[config.mk]
export PLATFORM = sky130hd
export DESIGN_NAME = multicycle_control
export DESIGN_NICKNAME = d
export VERILOG_FILES = /design/src/rtl/multicycle_control_pkg.sv /design/src/rtl/multicycle_control_opcode_class.sv /design/src/rtl/multicycle_control.sv
export SDC_FILE = /design/constraint.sdc
export NUM_CORES = 1
export LEC_CHECK = 0
export CAP_MARGIN = 40
export CELL_PAD_IN_SITES_DETAIL_PLACEMENT = 1
export CELL_PAD_IN_SITES_GLOBAL_PLACEMENT = 1
export CORE_MARGIN = 2
export CORE_UTILIZATION = 40
export CTS_CLUSTER_DIAMETER = 80
export CTS_CLUSTER_SIZE = 20
export DETAILED_ROUTE_END_ITERATION = 10
export PLACE_DENSITY = 0.85
export SLEW_MARGIN = 10
export SYNTH_ARGS = -nofsm -noshare
export SYNTH_HDL_FRONTEND = slang
export SYNTH_SLANG_ARGS = --single-unit
[constraint.sdc]
create_clock -name c_clk -period 5.9 [get_ports c_clk]
set_clock_uncertainty 0.2 [all_clocks]
set_input_delay 1.475 -clock c_clk [delete_from_list [all_inputs] [get_ports c_clk]]
set_output_delay 1.475 -clock c_clk [all_outputs]
set_load 0.01 [all_outputs]
[src/rtl/multicycle_control_pkg.sv]
// Shared definitions for the multicycle MIPS control unit: field widths,
// opcode constants, FSM state encodings and opcode class encodings.
package multicycle_control_pkg;

  localparam int OPCODE_W = 6;
  localparam int FUNCT_W  = 6;

  localparam logic [5:0] OP_R    = 6'h00;
  localparam logic [5:0] OP_ADDI = 6'h08;
  localparam logic [5:0] OP_SLTI = 6'h0A;
  localparam logic [5:0] OP_ANDI = 6'h0C;
  localparam logic [5:0] OP_ORI  = 6'h0D;
  localparam logic [5:0] OP_LW   = 6'h23;
  localparam logic [5:0] OP_SW   = 6'h2B;

  localparam logic [2:0] ST_IDLE   = 3'd0;
  localparam logic [2:0] ST_FETCH  = 3'd1;
  localparam logic [2:0] ST_DECODE = 3'd2;
  localparam logic [2:0] ST_EXEC   = 3'd3;
  localparam logic [2:0] ST_MEM    = 3'd4;
  localparam logic [2:0] ST_WB     = 3'd5;

  typedef enum logic [2:0] {
    CLS_RTYPE   = 3'd0,
    CLS_IMM     = 3'd1,
    CLS_LOAD    = 3'd2,
    CLS_STORE   = 3'd3,
    CLS_ILLEGAL = 3'd4
  } op_class_e;

endpackage

[src/rtl/multicycle_control_opcode_class.sv]
// Combinational opcode -> instruction class decode, shared by the control
// FSM and, later, the hazard logic.
module opcode_class
  import multicycle_control_pkg::*;
#(
  parameter int OPCODE_WIDTH = OPCODE_W
) (
  input  logic [OPCODE_WIDTH-1:0] opcode_i,
  output op_class_e               class_o
);

  always_comb begin
    class_o = CLS_ILLEGAL;
    if (opcode_i == OPCODE_WIDTH'(OP_R))
      class_o = CLS_RTYPE;
    else if (opcode_i == OPCODE_WIDTH'(OP_ADDI) || opcode_i == OPCODE_WIDTH'(OP_SLTI) ||
             opcode_i == OPCODE_WIDTH'(OP_ANDI) || opcode_i == OPCODE_WIDTH'(OP_ORI))
      class_o = CLS_IMM;
    else if (opcode_i == OPCODE_WIDTH'(OP_LW))
      class_o = CLS_LOAD;
    else if (opcode_i == OPCODE_WIDTH'(OP_SW))
      class_o = CLS_STORE;
  end

endmodule

[src/rtl/multicycle_control.sv]
// Multicycle sequencing FSM: steps each instruction through F/D/E/M/W,
// inserts memory wait states, and keeps sticky error flags and a retire count.
module multicycle_control
  import multicycle_control_pkg::*;
#(
  parameter int OPCODE_WIDTH = OPCODE_W,
  parameter int CNT_WIDTH    = 16,
  parameter int MEM_TIMEOUT  = 15
) (
  input  logic                    c_clk,
  input  logic                    c_rst,
  input  logic                    c_i_start,
  input  logic [OPCODE_WIDTH-1:0] c_i_opcode,
  input  logic                    c_i_mem_ready,
  output logic                    c_o_ce,
  output logic                    c_o_reg_dst,
  output logic                    c_o_reg_write,
  output logic                    c_o_alu_src,
  output logic                    c_o_mem_read,
  output logic                    c_o_mem_write,
  output logic                    c_o_mem_to_reg,
  output logic                    c_o_busy,
  output logic [2:0]              c_o_state,
  output logic                    c_o_illegal,
  output logic                    c_o_timeout,
  output logic [CNT_WIDTH-1:0]    c_o_instr_count
);

  // Timeout fires on the wait cycle that would bring the count to MEM_TIMEOUT.
  localparam logic [7:0] WAIT_LAST = 8'(MEM_TIMEOUT - 1);

  logic [2:0]           state_q, state_d, next_fetch;
  op_class_e            class_q, class_d, dec_class;
  logic [7:0]           wait_q, wait_d;
  logic                 illegal_q, illegal_d;
  logic                 timeout_q, timeout_d;
  logic [CNT_WIDTH-1:0] count_q;
  logic                 retire;
  logic                 in_dp;

  opcode_class #(.OPCODE_WIDTH(OPCODE_WIDTH)) u_opcode_class (
    .opcode_i (c_i_opcode),
    .class_o  (dec_class)
  );

  assign next_fetch = c_i_start ? ST_FETCH : ST_IDLE;

  always_comb begin
    state_d   = state_q;
    class_d   = class_q;
    wait_d    = '0;
    illegal_d = illegal_q;
    timeout_d = timeout_q;
    retire    = 1'b0;
    case (state_q)
      ST_IDLE:   if (c_i_start) state_d = ST_FETCH;
      ST_FETCH:  state_d = ST_DECODE;
      ST_DECODE: begin
        class_d = dec_class;
        if (dec_class == CLS_ILLEGAL) begin
          illegal_d = 1'b1;
          state_d   = next_fetch;
        end else begin
          state_d = ST_EXEC;
        end
      end
      ST_EXEC: state_d = (class_q == CLS_LOAD || class_q == CLS_STORE) ? ST_MEM : ST_WB;
      ST_MEM: begin
        if (c_i_mem_ready) begin
          if (class_q == CLS_LOAD) begin
            state_d = ST_WB;
          end else begin
            retire  = 1'b1;
            state_d = next_fetch;
          end
        end else if (wait_q == WAIT_LAST) begin
          timeout_d = 1'b1;
          state_d   = ST_IDLE;
        end else begin
          wait_d = wait_q + 8'd1;
        end
      end
      ST_WB: begin
        retire  = 1'b1;
        state_d = next_fetch;
      end
      default: state_d = ST_IDLE;
    endcase
  end

  always_ff @(posedge c_clk or posedge c_rst) begin
    if (c_rst) begin
      state_q   <= ST_IDLE;
      class_q   <= CLS_ILLEGAL;
      wait_q    <= '0;
      illegal_q <= 1'b0;
      timeout_q <= 1'b0;
      count_q   <= '0;
    end else begin
      state_q   <= state_d;
      class_q   <= class_d;
      wait_q    <= wait_d;
      illegal_q <= illegal_d;
      timeout_q <= timeout_d;
      count_q   <= count_q + CNT_WIDTH'(retire);
    end
  end

  // Steering lines follow the latched class only while the datapath is active.
  assign in_dp = (state_q == ST_EXEC) || (state_q == ST_MEM) || (state_q == ST_WB);

  assign c_o_ce          = (state_q == ST_FETCH);
  assign c_o_reg_dst     = in_dp && (class_q == CLS_RTYPE);
  assign c_o_alu_src     = in_dp && (class_q inside {CLS_IMM, CLS_LOAD, CLS_STORE});
  assign c_o_mem_to_reg  = in_dp && (class_q == CLS_LOAD);
  assign c_o_mem_read    = (state_q == ST_MEM) && (class_q == CLS_LOAD);
  assign c_o_mem_write   = (state_q == ST_MEM) && (class_q == CLS_STORE);
  assign c_o_reg_write   = (state_q == ST_WB);
  assign c_o_busy        = (state_q != ST_IDLE);
  assign c_o_state       = state_q;
  assign c_o_illegal     = illegal_q;
  assign c_o_timeout     = timeout_q;
  assign c_o_instr_count = count_q;

endmodule
==> reports/results.txt <==
cts repair resizes - 0
drt initial violations - 36
Post-Route WL - 3930 um
Worst R2R Setup Slack - 3.53 ns
number of global-route vias before repair - 1432
Pleak - 0.000953 uW
crit end category - output port
area delta synth->final - 32.6%
DP HPWL - 3010 um
num rows - 23
Core Util, Final - 0.545
Synth Area per Inst - 10.2 sq um
nets - 215
Max Freq - 0.262 GHz
Post-Syn Area - 1620 sq um
first-pass GRT wire length - 6470 um
Worst setup SP type - flop
Setup TNS - 0 ns
clk_lat worst skew - 0.29 ns
top post-synthesis cells by area - dfrtp_1, xnor2_1, xor2_1
storage element area - 802 sq um
worst hold path class - flop to flop
largest net degree at the start of global routing - 33
initial antenna violation count - 0
Residual DRC - 0
Via density - 5.34
drt pass-1 iters - 3
Root Buffer - clkbuf_8
die height - 67.6 um
Post-CTS Hold Buffers - 0
reg2reg end - c_o_instr_count[14]
Commonest cells post-synth - dfrtp_1, nor2_1, nand3_1, xnor2_1, xor2_1
post-DR wirelength/cell - 15.6 um
fin crit share - 0.647
Req. time, crit path - 4.22 ns
Max Cap Violations - 0
clk sinks - 32
min-delay src - c_o_timeout
postcts setup bufs - 0
Yosys top cell area share - 0.479
H-Tree Depth - 2
footprint of the multi-input gates - 769 sq um
final hold slack - 0.256 ns
hold depth - 1
count of different cell masters after synthesis - 38
reg2reg path depth - 8
pwr dens - 318 nW/um^2
worst slew pin tran - 0.587 ns
Final min period - 3.82 ns
CTS clk-pin slew, worst paths - 0.06 ns
ANT cells - 0
sequential share of the synthesized area - 0.495
Layout fillers - 438
Final setup viols - 0
GRT Util Overall - 0.195
slew margin rel. - 0.605
crit path kind - flop to output port
Worst VDD drop - 0.194 mV
CTS Buf Count - 5
Top FF cell, synth - dfrtp_1
synthesized flop and latch total - 32
dpl ws - 2.23 ns
Via Count - 1340
Final GP Congestion - 0.792
share of cells above drive strength 1 - 0.0796
status - complete, no violations
Post-synth EDFFs - 0
Final Power - 684 uW
RSZ-0062 raised after global routing - false
Worst Hold Path EP - c_o_timeout
Crit Path Max Fanout - 11
yosys synthesis warning count - 0
Yosys top cell by area - dfrtp_1
Reg-to-Reg Start - class_q[2]
most instantiated library cell after synthesis - dfrtp_1
setup ws final - 2.08 ns
Final Hold Vio Count - 0
Port Buf Inserts - 38
I/O pin total - 39
worst path arrival time - 2.14 ns
core footprint - 3940 sq um
Routed Antenna Nets - 0
GR Overflow Total - 0
Die Width - 67.6 um
die area - 4580 sq um
CTS tree - done
Post-Syn Instances - 159
maximum clock path buffer count - 2
post-synthesis net count - 173
Async S/R FF share, synth - 1.00
Pins Over Slew Limit - 0
Initial Util - 0.411
-- critical path, cell delays in order (launching register included) --
cell and delay (ns):
dfrtp_1 0.53, nor2b_1 0.30, a21boi_0 0.18, nor4_1 0.25, clkdlybuf4s50_1 0.60
-- how the worst max path moves through the flow --
stage                       start                   to  slack, ns
floorplan            c_o_state[1]          c_o_reg_dst       2.91
global placement    c_i_mem_ready  c_o_instr_count[14]       2.33
detailed placement  c_i_mem_ready  c_o_instr_count[14]       2.23
CTS                  c_o_state[1]          c_o_reg_dst       2.07
global route         c_o_state[1]          c_o_reg_dst       1.92
finish               c_o_state[1]          c_o_reg_dst       2.08
-- layout make-up --
| cell class | instances | area share |
|---|---|---|
| Inverter | 8 | 0.0140 |
| Multi-Input combinational cell | 115 | 0.358 |
| Clock buffer | 7 | 0.0448 |
| Timing Repair Buffer | 39 | 0.181 |
| Sequential cell | 32 | 0.373 |
| Tap cell | 50 | 0.0291 |
-- layer usage --
layer,share of wire,wire (um),track usage
met5,0,0,0
met3,0.049,192,0.0533
met4,0.014,54,0.0893
met2,0.53,2070,0.352
met1,0.41,1610,0.211
-- cells by family after synthesis --
group                      share of synthesized area
adders and majority gates                     0.0309
and+or+nand+nor                                0.238
xor gates and xnor gates                       0.108
DFF                                            0.495
AOI/OAI and AO/OA                             0.0919
buffers and inverters                         0.0301
muxes                                        0.00618
-- flip-flops by register name, summed over array words and instances (netlist names) --
| signal | count |
|---|---|
| c_o_timeout | 1 |
| c_o_instr_count | 16 |
| wait_q | 8 |
| class_q | 3 |
| c_o_illegal | 1 |
| c_o_state | 3 |
-- cells in the final DEF, fill, tap and decap left out, types with 7 or more instances in the layout --
cell type and n:
nand2_1 9, inv_1 8, xnor2_1 10, clkdlybuf4s50_1 38, nor2_1 18, clkbuf_8 7
nand3_1 10, xor2_1 10, nor3_1 8, dfrtp_1 31
-- metrics by stage --
| stage | area, sq um | std cells |
|---|---|---|
| after floorplan | 1620 | 159 |
| after global placement | 2050 | 244 |
| after detailed placement | 2050 | 244 |
| after CTS | 2150 | 251 |
| after global routing | 2150 | 251 |
| final | 2150 | 251 |
-- where the power goes --
| part | internal (uW) | switching (uW) | leakage (uW) | total [uW] |
|---|---|---|---|---|
| clock | 104 | 77.0 | 0.0000503 | 181 |
| combinational | 107 | 91.4 | 0.000483 | 199 |
| sequential | 252 | 52.4 | 0.000419 | 304 |
No activity file was read; power rests on OpenSTA's default activity.
